[src/rtl/adc_scan_controller.sv]
// adc_scan_controller
//   Sweeps a set of serial ADCs that share one sclk and have their own cs_n
//   and sdata lines. Each selected channel goes through a track phase, a run
//   of leading-zero clocks and an MSB-first data read. The result is offset
//   corrected, windowed, optionally inverted, and written to a downstream FIFO.
//
//   Optional feature: define ADC_SATURATE_EN to clamp instead of wrap. A
//   negative difference becomes 0, and a difference above the output window
//   becomes all ones (the clamp is applied before inversion).
//
// Ports
//   clk, reset           clock; synchronous active-high reset
//   capture_start        single-cycle sweep request
//   channel_mask         channels converted per sweep (latched at sweep start)
//   track_counts         track duration in clk cycles (0 behaves as 1)
//   offset               value subtracted from every result
//   sdata                serial data, one bit per ADC
//   fifo_full            downstream FIFO cannot accept a write
//   fifo_write_enable    one-cycle write strobe
//   fifo_write_data      processed result
//   fifo_write_chan      channel index of the result
//   sclk                 ADC serial clock (clk/2 while active, idles high)
//   cs_n                 per-ADC chip select, active low, at most one low
//   sample_done          one-cycle pulse at the end of each track phase
//   busy                 high whenever the controller is not idle
//   capture_requested    single-deep pending sweep request
//   adc_state            current state (IDLE=0 TRACK=1 ZEROS=2 READ=3 WAIT_FIFO=4)
module adc_scan_controller #(
  parameter int unsigned NUM_CH     = 2,
  parameter int unsigned DATA_BITS  = 12,
  parameter int unsigned ZERO_BITS  = 3,
  parameter int unsigned OUT_BITS   = 8,
  parameter int unsigned OUT_LSB    = 1,
  parameter int unsigned INVERT     = 1,
  parameter int unsigned TIMER_BITS = 8
) (
  input  logic                                         clk,
  input  logic                                         reset,
  input  logic                                         capture_start,
  input  logic [NUM_CH-1:0]                            channel_mask,
  input  logic [TIMER_BITS-1:0]                        track_counts,
  input  logic [DATA_BITS-1:0]                         offset,
  input  logic [NUM_CH-1:0]                            sdata,
  input  logic                                         fifo_full,
  output logic                                         fifo_write_enable,
  output logic [OUT_BITS-1:0]                          fifo_write_data,
  output logic [((NUM_CH > 1) ? $clog2(NUM_CH) : 1)-1:0] fifo_write_chan,
  output logic                                         sclk,
  output logic [NUM_CH-1:0]                            cs_n,
  output logic                                         sample_done,
  output logic                                         busy,
  output logic                                         capture_requested,
  output logic [2:0]                                   adc_state
);

  localparam int unsigned CH_W   = (NUM_CH > 1) ? $clog2(NUM_CH) : 1;
  localparam int unsigned CNT_MN = $clog2(2 * (DATA_BITS + ZERO_BITS) + 2);
  localparam int unsigned CNT_W  = (TIMER_BITS > CNT_MN) ? TIMER_BITS : CNT_MN;
`ifdef ADC_SATURATE_EN
  localparam int unsigned WIN_TOP = OUT_LSB + OUT_BITS;
`endif

  localparam logic [2:0] S_IDLE      = 3'd0;
  localparam logic [2:0] S_TRACK     = 3'd1;
  localparam logic [2:0] S_ZEROS     = 3'd2;
  localparam logic [2:0] S_READ      = 3'd3;
  localparam logic [2:0] S_WAIT_FIFO = 3'd4;

  localparam logic [CNT_W-1:0] ZERO_LAST = CNT_W'(2 * ZERO_BITS - 1);
  localparam logic [CNT_W-1:0] READ_LAST = CNT_W'(2 * DATA_BITS);

  logic [2:0]           state, state_d;
  logic [CNT_W-1:0]     timer, timer_d;
  logic [NUM_CH-1:0]    mask, mask_d;
  logic [CH_W-1:0]      ch, ch_d;
  logic [DATA_BITS-1:0] data, data_d;
  logic [OUT_BITS-1:0]  result, result_d;
  logic                 req_d, sclk_d, we_d, sd_d, busy_d;
  logic [NUM_CH-1:0]    cs_n_d;
  logic [OUT_BITS-1:0]  wdata_d;
  logic [CH_W-1:0]      wchan_d;

  logic [CNT_W-1:0]     track_last;
  logic [DATA_BITS-1:0] diff;
  logic [OUT_BITS-1:0]  window, processed;
  logic [CH_W:0]        first_sel, next_sel;
  logic                 handoff;
  logic [OUT_BITS-1:0]  hand_value;

  // Lowest set bit of m at or above index from; returns {valid, index}.
  function automatic logic [CH_W:0] find_set(input logic [NUM_CH-1:0] m, input int from);
    logic [CH_W:0] r;
    r = '0;
    for (int i = int'(NUM_CH) - 1; i >= 0; i--) begin
      if (m[i] && (i >= from)) r = {1'b1, CH_W'(i)};
    end
    return r;
  endfunction

  assign first_sel = find_set(channel_mask, 0);
  assign next_sel  = find_set(mask, int'(ch) + 1);
  assign adc_state = state;

  // Track length of zero is treated as one cycle.
  always_comb begin
    track_last = '0;
    if (track_counts != '0) track_last = CNT_W'(track_counts) - CNT_W'(1);
  end

  // Offset correction, output window and optional inversion.
  always_comb begin
    diff = data - offset;
`ifdef ADC_SATURATE_EN
    if (data < offset) diff = '0;
    window = OUT_BITS'(diff >> OUT_LSB);
    if ((diff >> WIN_TOP) != '0) window = '1;
`else
    window = OUT_BITS'(diff >> OUT_LSB);
`endif
    processed = (INVERT != 0) ? ~window : window;
  end

  // Next-state and next-output logic.
  always_comb begin
    state_d    = state;
    timer_d    = timer;
    mask_d     = mask;
    ch_d       = ch;
    data_d     = data;
    result_d   = result;
    req_d      = capture_requested;
    sclk_d     = sclk;
    cs_n_d     = cs_n;
    we_d       = 1'b0;
    wdata_d    = fifo_write_data;
    wchan_d    = fifo_write_chan;
    sd_d       = 1'b0;
    handoff    = 1'b0;
    hand_value = result;

    if (capture_start && (state != S_IDLE)) req_d = 1'b1;

    case (state)
      S_IDLE: begin
        if (capture_start || capture_requested) begin
          req_d = 1'b0;
          if (first_sel[CH_W]) begin
            state_d = S_TRACK;
            mask_d  = channel_mask;
            ch_d    = first_sel[CH_W-1:0];
            timer_d = '0;
          end
        end
      end
      S_TRACK: begin
        sclk_d = 1'b1;
        cs_n_d = '1;
        if (timer >= track_last) begin
          timer_d = '0;
          sclk_d  = 1'b0;
          cs_n_d  = ~(NUM_CH'(1) << ch);
          sd_d    = 1'b1;
          state_d = (ZERO_BITS == 0) ? S_READ : S_ZEROS;
        end else begin
          timer_d = timer + CNT_W'(1);
        end
      end
      S_ZEROS: begin
        sclk_d = ~sclk;
        if (timer == ZERO_LAST) begin
          state_d = S_READ;
          timer_d = '0;
        end else begin
          timer_d = timer + CNT_W'(1);
        end
      end
      S_READ: begin
        // One extra cycle after the last sample lets the result settle.
        if (timer == READ_LAST) begin
          handoff    = 1'b1;
          hand_value = processed;
        end else begin
          sclk_d  = ~sclk;
          timer_d = timer + CNT_W'(1);
          if (sclk) data_d = DATA_BITS'({data, sdata[ch]});
        end
      end
      S_WAIT_FIFO: begin
        handoff    = 1'b1;
        hand_value = result;
      end
      default: state_d = S_IDLE;
    endcase

    // Result handoff, then next channel, queued sweep or idle.
    if (handoff) begin
      sclk_d   = 1'b1;
      cs_n_d   = '1;
      timer_d  = '0;
      result_d = hand_value;
      if (fifo_full) begin
        state_d = S_WAIT_FIFO;
      end else begin
        we_d    = 1'b1;
        wdata_d = hand_value;
        wchan_d = ch;
        if (next_sel[CH_W]) begin
          state_d = S_TRACK;
          ch_d    = next_sel[CH_W-1:0];
        end else if (capture_requested || capture_start) begin
          req_d = 1'b0;
          if (first_sel[CH_W]) begin
            state_d = S_TRACK;
            mask_d  = channel_mask;
            ch_d    = first_sel[CH_W-1:0];
          end else begin
            state_d = S_IDLE;
          end
        end else begin
          state_d = S_IDLE;
        end
      end
    end

    busy_d = (state_d != S_IDLE);
  end

  // State and output registers.
  always_ff @(posedge clk) begin
    if (reset) begin
      state             <= S_IDLE;
      timer             <= '0;
      mask              <= '0;
      ch                <= '0;
      data              <= '0;
      result            <= '0;
      capture_requested <= 1'b0;
      sclk              <= 1'b1;
      cs_n              <= '1;
      fifo_write_enable <= 1'b0;
      fifo_write_data   <= '0;
      fifo_write_chan   <= '0;
      sample_done       <= 1'b0;
      busy              <= 1'b0;
    end else begin
      state             <= state_d;
      timer             <= timer_d;
      mask              <= mask_d;
      ch                <= ch_d;
      data              <= data_d;
      result            <= result_d;
      capture_requested <= req_d;
      sclk              <= sclk_d;
      cs_n              <= cs_n_d;
      fifo_write_enable <= we_d;
      fifo_write_data   <= wdata_d;
      fifo_write_chan   <= wchan_d;
      sample_done       <= sd_d;
      busy              <= busy_d;
    end
  end

endmodule

[config.mk]
export PLATFORM = sky130hd
export DESIGN_NAME = adc_scan_controller
export DESIGN_NICKNAME = d
export VERILOG_FILES = /design/src/rtl/adc_scan_controller.sv
export SDC_FILE = /design/constraint.sdc
export NUM_CORES = 1
export LEC_CHECK = 0
export CORE_MARGIN = 2
export CORE_UTILIZATION = 53
export CTS_CLUSTER_DIAMETER = 40
export DETAILED_ROUTE_END_ITERATION = 12
export GPL_ROUTABILITY_DRIVEN = 0
export PLACE_DENSITY = 0.89
export SLEW_MARGIN = 30
export SYNTH_ARGS = -nofsm -noshare
export SYNTH_HDL_FRONTEND = slang
export SYNTH_SLANG_ARGS = --single-unit
[constraint.sdc]
create_clock -name clk -period 4.2 [get_ports clk]
set_clock_uncertainty 0.2 [all_clocks]
set_input_delay 1.26 -clock clk [delete_from_list [all_inputs] [get_ports clk]]
set_output_delay 1.26 -clock clk [all_outputs]
set_load 0.01 [all_outputs]
* Word-level counts from Yosys, hierarchy flattened *
Index checks and enable logic that the tools add are counted.

cells by class
  $add $sub $neg = 4
  magnitude comparators = 4
  eq/ne operators = 9
  shift-type cells = 1
  muxes and demuxes = 56
  bitwise logic cells = 7
  reductions and logical operators = 18

operator list
  kind                 number
  $mux 8               8
  $pmux 8 s4           1
  $mux 2               13
  $mux 3               8
  $mux 1               23
  $pmux 3 s4           1
  $reduce_bool 3->1    3
  $sub 9x9->9          1
  $add 8x1->8 const B  1
  $eq 8x3->1 const B   1
  $eq 8x5->1 const B   1
  $ge 8x8->1           1
  $not 8->8            1
  $reduce_bool 8->1    1
  $reduce_or 2->1      4
  $sub 8x1->8 const B  1
  $eq 3x2->1 const B   2
  $ne 2x2->1 const B   3
  $not 1->1            5
  $ge 1x2->1 const A   2
  $reduce_and 2->1     2
  $reduce_and 4->1     1
  $reduce_bool 4->1    1
  $eq 3x1->1 const B   1
  11 further kinds     13

word-level totals
  bits in registers = 47
  input port bits = 28
  output and inout port bits = 19
  logic and storage cells = 113

* Logic depth before layout (Yosys ltp) *
  depth after elaboration = 10
  mapped depth = 13
  gate-level depth less buffers = 13

* Worst setup path before layout *
No wires, ideal clock.

  kind = input to register
  start = in track_counts[0]
  end = reg timer[0]
  setup time = 0.133 ns
  data arrival time = 3.657 ns
  required time = 3.867 ns
  slack = 0.210 ns
  cell stages on the path = 13
  buffers on the path = 0
  cell sequence = inv_1 > ha_1 > nor2b_1 > nand3b_1 > or3_1 > and2_1 > ha_1 > nand2b_1 > a31oi_1 > o221ai_1 > a31oi_1 > o31ai_2 > nor2_1

between the ends
  longest elaborated chain between the ends = 5
  elaborated cells on any way between the ends = 6
  those cells by class = add/sub: 1; order compare: 1; mux: 3; reduce/logical: 1

ends and longest elaborated chain
  what                                                     line  source
  start, declared                                          41    input logic [TIMER_BITS-1:0] track_counts,
  $sub 8x1->8 / $reduce_bool 8->1 (equally long branches)  107   if (track_counts != '0) track_last = CNT_W'(track_counts) - CNT_W'(1);
  $mux 8 (*)                                               107
  $ge 8x8->1 (*)                                           158   if (timer >= track_last) begin
  $mux 8 (*)                                               158
  $pmux 8 s4 (*)                                           143   case (state)
  end signal, assigned                                     247   timer <= timer_d;
  end, declared                                            73    logic [CNT_W-1:0] timer, timer_d;

Mark *: on every way between the ends. The rest lies on a longest branch, timed or not.
A chain may end at the register's enable or synchronous reset.

* Worst setup path in the final report *
  start = in track_counts[4]
  end = reg timer[7]

Same word-level chain as after synthesis.

==> impl_metrics.env <==
export IMPL_outcome="finished clean"
export IMPL_clock_path_buffers=2
export IMPL_ff2ff_path_depth=8
export IMPL_syn2layout_area_growth_pct=25.89
export IMPL_ctsRootBufferMaster="clkbuf_8"
export IMPL_globalRouteTotalUtil_pct=23.36
export IMPL_multiInputGateArea_um2=1705
export IMPL_irDropWorstVdd_v=0.0002079
export IMPL_postSynthAreaPerCell_um2=8.614
export IMPL_gr_usage_met1_pct=31.10
export IMPL_fmax_mhz=247.0
export IMPL_hpwl_um=4542
export IMPL_maxSlewHeadroom_pct=55.12
export IMPL_cellLeakagePower_nw=1.369
export IMPL_critPathMaxStageDelay_ns=0.45
export IMPL_hold_class="register to register"
export IMPL_path_clk_slew_ns=0.08
export IMPL_avgRoutedWirePerCell_um=14.64
export IMPL_grt_overflow_total=0
export IMPL_synth_cells=313
export IMPL_crit_slowest_cell="clkdlybuf4s50_1"
export IMPL_power_density_nw_per_um2=270.5
export IMPL_min_path_cells=2
export IMPL_ys_top_cells_by_count="dfxtp_1, nor2_1, nand2_1, ha_1, inv_1"
export IMPL_synth_nets=361
export IMPL_ys_top_cells_by_area="dfxtp_1, ha_1, mux2i_1"
export IMPL_timing_rr_start="data[0]"
export IMPL_cts_tree="done"
export IMPL_synth_flop_cell="dfxtp_1"
export IMPL_grt_first_pass_wirelength_um=10140
export IMPL_final_nets=409
export IMPL_cp_cell_sequence="clkdlybuf4s50_1 -> nor2_1 -> nand3b_1 -> or3_4 -> and2_1 -> ha_1 -> nand2b_1 -> a31oi_1 -> o221ai_2 -> buf_4 -> nand2_1 -> o221ai_1 -> a21boi_1"
export IMPL_fillers=389
export IMPL_grt_antenna_before_repair=0
export IMPL_synth_most_common_cell="dfxtp_1"
export IMPL_start_kind="input port"
export IMPL_endpoint_kind="register"
export IMPL_final_max_slew_viol_count=0
export IMPL_numCtsBuffers=5
export IMPL_grt_util_met3_pct=4.894
export IMPL_layout_drive_gt1_share_pct=9.945
export IMPL_port_buffers=43
export IMPL_synth_edf_count=0
export IMPL_initial_utilization_pct=55.97
export IMPL_grt_start_max_net_pins=33
export IMPL_diodes=0
export IMPL_met2_usage_pct=38.16
export IMPL_ys_types=51
export IMPL_cp_arrival_ns=4.07
export IMPL_ys_warn_count=0
export IMPL_ys_async_sr_fraction_pct=0
export IMPL_fp_dieW_um=75.33
export IMPL_hold_end="fifo_write_data[0]"
export IMPL_h_tree_depth=2
export IMPL_postPlaceCellArea_um2=3206
export IMPL_cts_sinks=46
export IMPL_worst_pin_slew_ns=0.6731
export IMPL_ios=47
export IMPL_die_h_um=75.33
export IMPL_viasPerCell=5.688
export IMPL_ff_latch_area_um2=920.9
export IMPL_reg2reg_to="fifo_write_data[7]"
export IMPL_hold_start="fifo_write_data[0]"
export IMPL_hold_viol=0
export IMPL_drv_cap=0
export IMPL_wl_um=6282
export IMPL_first_pass_iters=4
export IMPL_synth_area_um2=2696
export IMPL_cp_max_fo=5
export IMPL_setup_viol=0
export IMPL_critical_path_class="input port to register"
export IMPL_yosysTopAreaCell="dfxtp_1"
export IMPL_period_minus_slack_ns=4.049
export IMPL_clk_latency_ns=0.30
export IMPL_fp_row_count=25
export IMPL_fp_coreArea_um2=4817
export IMPL_num_vias=2440
export IMPL_die_area_um2=5674
export IMPL_grt_busiest_layer="met2"
export IMPL_holdWs_ns=0.2579
export IMPL_rrSetupSlack_ns=1.61
export IMPL_drt_iter0_markers=212
export IMPL_required_ns=4.23
export IMPL_seq_area_frac_synth_pct=34.15
export IMPL_synth_seq_cells=46
export IMPL_min_period_over_period_pct=96.40
export IMPL_grt_pass1_vias=2243
export IMPL_ant_nets=0
export IMPL_final_cell_area_um2=3395
export IMPL_yosysTopAreaCellShare_pct=34.15
export IMPL_route_detailed_drc=0
[sequential cells by signal, summed over array words and instances, names as in the netlist]
register and flops:
data 9, fifo_write_data 8, result 8, timer 8, adc_state 3, cs_n 2
busy 1, capture_requested 1, ch 1, fifo_write_chan 1, fifo_write_enable 1, mask 1
sample_done 1, sclk 1
[worst max-delay path, delay by kind of cell]
family	cells	cell delay, ns
buffers and inverters	2	0.64
AO/OA/AOI/OAI	4	0.69
adder cells (fa/ha/maj)	1	0.27
AND/OR/NAND/NOR	6	1.21
[how the worst max path moves through the flow]
stage | from | slack [ns] | endpoint | depth (start not counted)
6_report | track_counts[4] | 0.15 | timer[7] | 13
5_1_grt | track_counts[4] | -0.003 | sclk | 13
4_1_cts | track_counts[0] | 0.01 | timer[4] | 14
3_5_place_dp | track_counts[0] | -0.47 | timer[4] | 14
3_3_place_gp | track_counts[0] | -0.34 | timer[4] | 14
2_1_floorplan | track_counts[0] | 0.21 | timer[0] | 13
[cell type report]
class | count | share of cell area [%]
clock buffer | 7 | 2.248
multi-input combinational | 237 | 50.24
inverter | 18 | 1.990
clock inverter | 1 | 0.8846
tap | 67 | 2.470
timing repair buffer | 53 | 15.04
sequential | 46 | 27.13
[per-stage QoR]
step                      setup WS [ns]  utilization [%]  std cells    TNS, ns  power, mW
after CTS                       0.01010            69.06        428          0     0.9142
after global routing          -0.003496            70.47        429  -0.003496     0.9541
final                            0.1514            70.47        429          0     0.9181
after floorplan                  0.2102                -        313          0     0.5388
after global placement          -0.3443            66.55        420     -3.516     0.5876
after detailed placement        -0.4666            66.55        420     -5.030     0.5931
[layer usage]
layer,up-vias,part of all wire [%]
li1,1209,-
met1,1131,44
met2,83,48
met3,17,6.0
met4,0,2.2
met5,-,0
[logic make-up (layout without fill, tap and decap cells)]
kind of cell,Yosys count,in the layout,share of synthesized area (%)
fa+ha+maj,20,20,9.559
flops,46,46,34.15
compound gates,74,74,18.56
xor+xnor,17,17,5.522
buf+inv,30,79,5.197
mux,15,15,5.568
simple gates,111,111,21.44
[cell usage in the layout, fill, tap and decap left out, types with 6 or more instances in the layout]
master and n:
o21ai_0 12, xor2_1 12, nor2_1 39, ha_1 18, a21o_1 9, nor2b_1 6
nor3_1 9, mux2i_1 15, buf_4 10, inv_1 17, nand2_1 21, a21oi_1 17
dfxtp_1 46, clkdlybuf4s50_1 41
[where the power goes]
part	switching, mW	internal (mW)	total, mW
combinational	0.0715	0.0695	0.141
sequential	0.0106	0.442	0.453
clock	0.146	0.178	0.325
[what timing repair did]
action	4_1_cts	5_1_grt
buffers inserted	0	1
resized for setup	2	13
hold buffers	0	0
pin swaps	1	6
endpoints found under the setup margin	8	14
No activity file was read; power rests on OpenSTA's default activity.
